## src/rtl/uart_tx_queue.sv

```systemverilog
// uart_tx_queue: byte FIFO feeding a UART transmitter through a start/busy
// handshake. Define UART_TXQ_OVF_EN to add the sticky overflow output.
module uart_tx_queue #(
   parameter int DEPTH = 8,
   parameter int WIDTH = 8
) (
   input  logic                     clk,
   input  logic                     reset,
   input  logic                     push,
   input  logic [WIDTH-1:0]         push_data,
   input  logic                     tx_busy,
   output logic                     tx_start,
   output logic [WIDTH-1:0]         tx_data,
   output logic                     full,
   output logic                     empty,
   output logic [$clog2(DEPTH):0]   count
`ifdef UART_TXQ_OVF_EN
   ,
   output logic                     overflow
`endif
);

   localparam int AW = $clog2(DEPTH);
   localparam logic [AW:0]   FULL_C = DEPTH[AW:0];
   localparam logic [AW:0]   ONE_C  = 1;
   localparam logic [AW-1:0] ONE_P  = 1;

   typedef enum logic [1:0] {IDLE, LAUNCH, WAIT_BUSY, WAIT_DONE} state_t;

   logic [WIDTH-1:0] mem [DEPTH];
   logic [AW-1:0]    wr_ptr;
   logic [AW-1:0]    rd_ptr;
   state_t           state_q;
   state_t           state_d;
   logic [1:0]       to_q;
   logic [1:0]       to_d;
   logic             push_ok;
   logic             pop;

   assign full    = (count == FULL_C);
   assign empty   = (count == '0);
   assign push_ok = push && !full;

   // Storage array; contents survive reset
   always_ff @(posedge clk) begin
      if (push_ok) begin
         mem[wr_ptr] <= push_data;
      end
   end

   // Pointers, occupancy and the launched byte
   always_ff @(posedge clk or negedge reset) begin
      if (!reset) begin
         wr_ptr  <= '0;
         rd_ptr  <= '0;
         count   <= '0;
         tx_data <= '0;
      end else begin
         if (push_ok) begin
            wr_ptr <= wr_ptr + ONE_P;
         end
         if (pop) begin
            rd_ptr  <= rd_ptr + ONE_P;
            tx_data <= mem[rd_ptr];
         end
         case ({push_ok, pop})
            2'b10:   count <= count + ONE_C;
            2'b01:   count <= count - ONE_C;
            default: count <= count;
         endcase
      end
   end

`ifdef UART_TXQ_OVF_EN
   // Sticky record of any write dropped because the queue was full
   always_ff @(posedge clk or negedge reset) begin
      if (!reset) begin
         overflow <= 1'b0;
      end else if (push && full) begin
         overflow <= 1'b1;
      end
   end
`endif

   // Handshake FSM state and lost-handshake timer
   always_ff @(posedge clk or negedge reset) begin
      if (!reset) begin
         state_q <= IDLE;
         to_q    <= '0;
      end else begin
         state_q <= state_d;
         to_q    <= to_d;
      end
   end

   // Next-state, pop decision and launch pulse
   always_comb begin
      state_d  = state_q;
      to_d     = '0;
      pop      = 1'b0;
      tx_start = 1'b0;
      case (state_q)
         IDLE: begin
            if (!empty && !tx_busy) begin
               pop     = 1'b1;
               state_d = LAUNCH;
            end
         end
         LAUNCH: begin
            tx_start = 1'b1;
            state_d  = WAIT_BUSY;
         end
         WAIT_BUSY: begin
            // four cycles without busy: give up waiting, byte counts as sent
            if (tx_busy) begin
               state_d = WAIT_DONE;
            end else if (to_q == 2'd3) begin
               state_d = IDLE;
            end else begin
               to_d = to_q + 2'd1;
            end
         end
         WAIT_DONE: begin
            if (!tx_busy) begin
               state_d = IDLE;
            end
         end
         default: state_d = IDLE;
      endcase
   end

endmodule
```

## config.mk

```make
export PLATFORM = sky130hd
export DESIGN_NAME = uart_tx_queue
export DESIGN_NICKNAME = d
export VERILOG_FILES = /design/src/rtl/uart_tx_queue.sv
export SDC_FILE = /design/constraint.sdc
export NUM_CORES = 1
export LEC_CHECK = 0
export BUFFER_PORTS_ARGS = -buffer_cell sky130_fd_sc_hd__buf_4
export CAP_MARGIN = 20
export CORE_UTILIZATION = 53
export DETAILED_ROUTE_END_ITERATION = 10
export PLACE_DENSITY = 0.85
export REMOVE_ABC_BUFFERS = 1
export SYNTH_ARGS = -nofsm -noshare
export SYNTH_HDL_FRONTEND = slang
export SYNTH_SLANG_ARGS = --single-unit
```

## constraint.sdc

```tcl
create_clock -name clk -period 2.14 [get_ports clk]
set_input_delay 0.214 -clock clk [delete_from_list [all_inputs] [get_ports clk]]
set_output_delay 0.214 -clock clk [all_outputs]
set_load 0.03 [all_outputs]
```

==> out/qor.csv <==
stage;metric;value;unit
status;status;finished, violations left;
status;failed_checks;negative setup slack;
routing;vias;1866;
placed_design;pre_cts_ws;-0.163;ns
pwr;p_per_area;1390;nW/um^2
synth;avgSynthCellArea;17.5;sq um
clock_network;htree_levels;3;
routing;final_antenna_net_count;0;
routing;wl_per_cell;18.1;um
synth;async_reset_ff_share;25.6;%
clock_network;cts_tree;done;
synth;synth.area.mux_share;13.3;%
timing;maxSlewViolCount;0;
setup_path;arrival;2.38;ns
timing;finalCritPeriodShare;101;%
global_route;grt_pass1_vias;1939;
routing;drt-initial-drc-count;122;
setup_path;end_kind;flip-flop;
die;ios;27;
timing;fin_crit;2.15;ns
clock_network;clock_path_buffers;2;
synth;yosys_warnings;0;
run;drv_cap;0;
finish;final_cell_mix;edfxtp_1, buf_4, dfrtp_1;
die;die_w;83.0;um
global_route;grt_max_degree;23;
clock_network;clkSinkCount;86;
synth;yosysSeqAreaShare;71.1;%
placed_design;placed_area;3880;sq um
setup_path;crit_required;2.36;ns
pwr;vdd_drop_max;798;uV
clock_network;insertion_delay;0.35;ns
finish;final_nets;273;
synth;ys.flop_type;edfxtp_1;
synth;synth_fa_ha_area_share;2.73;%
finish;area_delta_synth_final;20.6;%
routing;post_drt_via_cell_ratio;5.55;
synth;synth-compound-area-share;2.34;%
timing;setup_viol;1;
routing;drc_errors;0;
timing;slew_headroom;60.4;%
placed_design;gp_congestion;0.766;
die;rows;29;
clock_network;clk_pin_slew_worst_paths;0.09;ns
finish;drive_gt1_share;38.2;%
timing;finalHoldViolCount;0;
timing;max_freq;464;MHz
finish;diodes;0;
setup_path;path_max_fanout;4;
placed_design;hpwl;3900;um
finish;final_common_cell;edfxtp_1;
timing;skew;0.00836;ns
global_route;grt_usage;19.2;%
global_route;busiest_layer;met2;
placed_design;placement.io_buffers;26;
die;initial_core_util;54.8;%
synth;synth_cell_types;35;
timing;tightest_slew;0.594;ns
clock_network;cts_root_buffer;clkbuf_8;
die;core_area;6350;sq um
global_route;antenna_found_initial;0;
timing;worst_slack;-0.0132;ns
routing;drtPass1Iterations;4;
finish;final_util;66.1;%
synth;ys_seq_elements;86;
global_route;met1_usage;24.3;%
pwr;p_leak;1.58;nW
placed_design;placed_cells;316;
clock_network;cts_buffers;9;
global_route;grt_first_pass_wirelength;9870;um
finish;fin_area;4200;sq um
finish;fin_cells;336;
die;die_y;83.0;um
synth;netlist_instances;199;
global_route;gr-usage-met3;4.47;%
die;die_area;6890;sq um
synth;synth_top_family_by_area;multiplexers;
routing;totalWireLength;6070;um
synth;synth_edf_count;64;
synth;synth_area;3480;sq um
global_route;grt_overflow_total;0;
hold_path;min_path_type;input port to flip-flop;
synth;yosys.area_share.simple;6.65;%
global_route;gr-usage-met2;32.5;%
setup_path;cp-start-kind;flip-flop;
setup_path;crit_type;flip-flop to flip-flop;
synth;synthXorXnorAreaFrac;1.51;%
timing;rsz0062_at_grt;yes;
layer usage:
layer	part of all wire, %	routed length (um)
met3	2.5	149
met2	54	3280
met5	0	0
met4	1.2	73
met1	42	2570
repair_timing:
| action | 4_1_cts | 5_1_grt |
|---|---|---|
| hold endpoints to repair | 22 | 0 |
| hold buffers | 1 | 0 |
| pin swaps | 2 | 7 |
| endpoints found under the setup margin | 6 | 26 |
| setup buffers | 1 | 2 |
| gates resized for setup | 6 | 16 |
through the flow:
step                hold slack (ns)  setup TNS [ns]  power, mW
CTS                          0.0422               0       5.72
global route                 0.0369         -0.0921       6.17
detailed placement            0.125          -0.193       4.50
finish                       0.0564         -0.0132       5.82
global placement              0.126         -0.0109       4.42
floorplan                   -0.0816           -6.17       3.73
sequential cells by signal (all words and copies together), names as in the netlist:
signal and cells:
state_q 2, count 4, tx_data 8, wr_ptr 3
rd_ptr 3, to_q 2, mem 64
Yosys cell counts, drive strengths merged (2+ instances only):
master	number	area (sq um)
buf	6	50.0
nand2b	4	25.0
nor3	6	30.0
mux2i	9	90.1
mux4	16	360
nor4	3	25.0
clkbuf	2	8.75
xor2	2	17.5
xnor2	4	35.0
edfxtp	64	1920
dfrtp	22	551
nor2	4	15.0
nand2	19	71.3
o21ai	12	60.1
inv	7	26.3
ha	6	75.1
report_power, final:
group / internal, mW / switching (mW)
sequential: 2.18 / 0.245
clock: 0.568 / 0.609
combinational: 1.06 / 1.16
total: 3.81 / 2.01
area by class of cell:
type / instances / area (sq um)
Sequential cell: 86 / 2470
Fill cell: 419 / 2150
Multi-Input combinational cell: 98 / 991
Timing Repair Buffer: 52 / 397
Clock buffer: 9 / 124
Tap cell: 77 / 96.3
Clock inverter: 7 / 86.3
Inverter: 7 / 28.8
worst paths after layout:
| check | startpoint | end | slack [ns] | depth (start not counted) |
|---|---|---|---|---|
| setup / recovery | count[1] | count[3] | -0.01 | 9 |
| hold / removal | tx_busy | to_q[1] | 0.06 | 2 |
| setup reg to reg | count[1] | count[3] | -0.01 | 9 |
| hold reg to reg | to_q[0] | to_q[0] | 0.44 | 1 |
| max in group asynchronous | reset | wr_ptr[2] | 1.62 | 2 |
| min in group asynchronous | reset | count[2] | 0.29 | 2 |
critical path, cell delays in order (launching register included):
cell	delay [ns]
dfrtp_1	0.41
nor4_2	0.08
or4_4	0.51
inv_4	0.08
ha_4	0.15
ha_4	0.13
inv_1	0.06
or3_1	0.34
nand4b_1	0.15
o311ai_2	0.11
cell families (layout without fill, tap and decap cells):
group,Yosys count,in the layout
buf+inv,15,75
xor+xnor,6,6
compound gates,15,15
simple gates,44,44
fa+ha+maj,7,7
mux,26,26
flops,86,86
No activity file was read; power rests on OpenSTA's default activity.
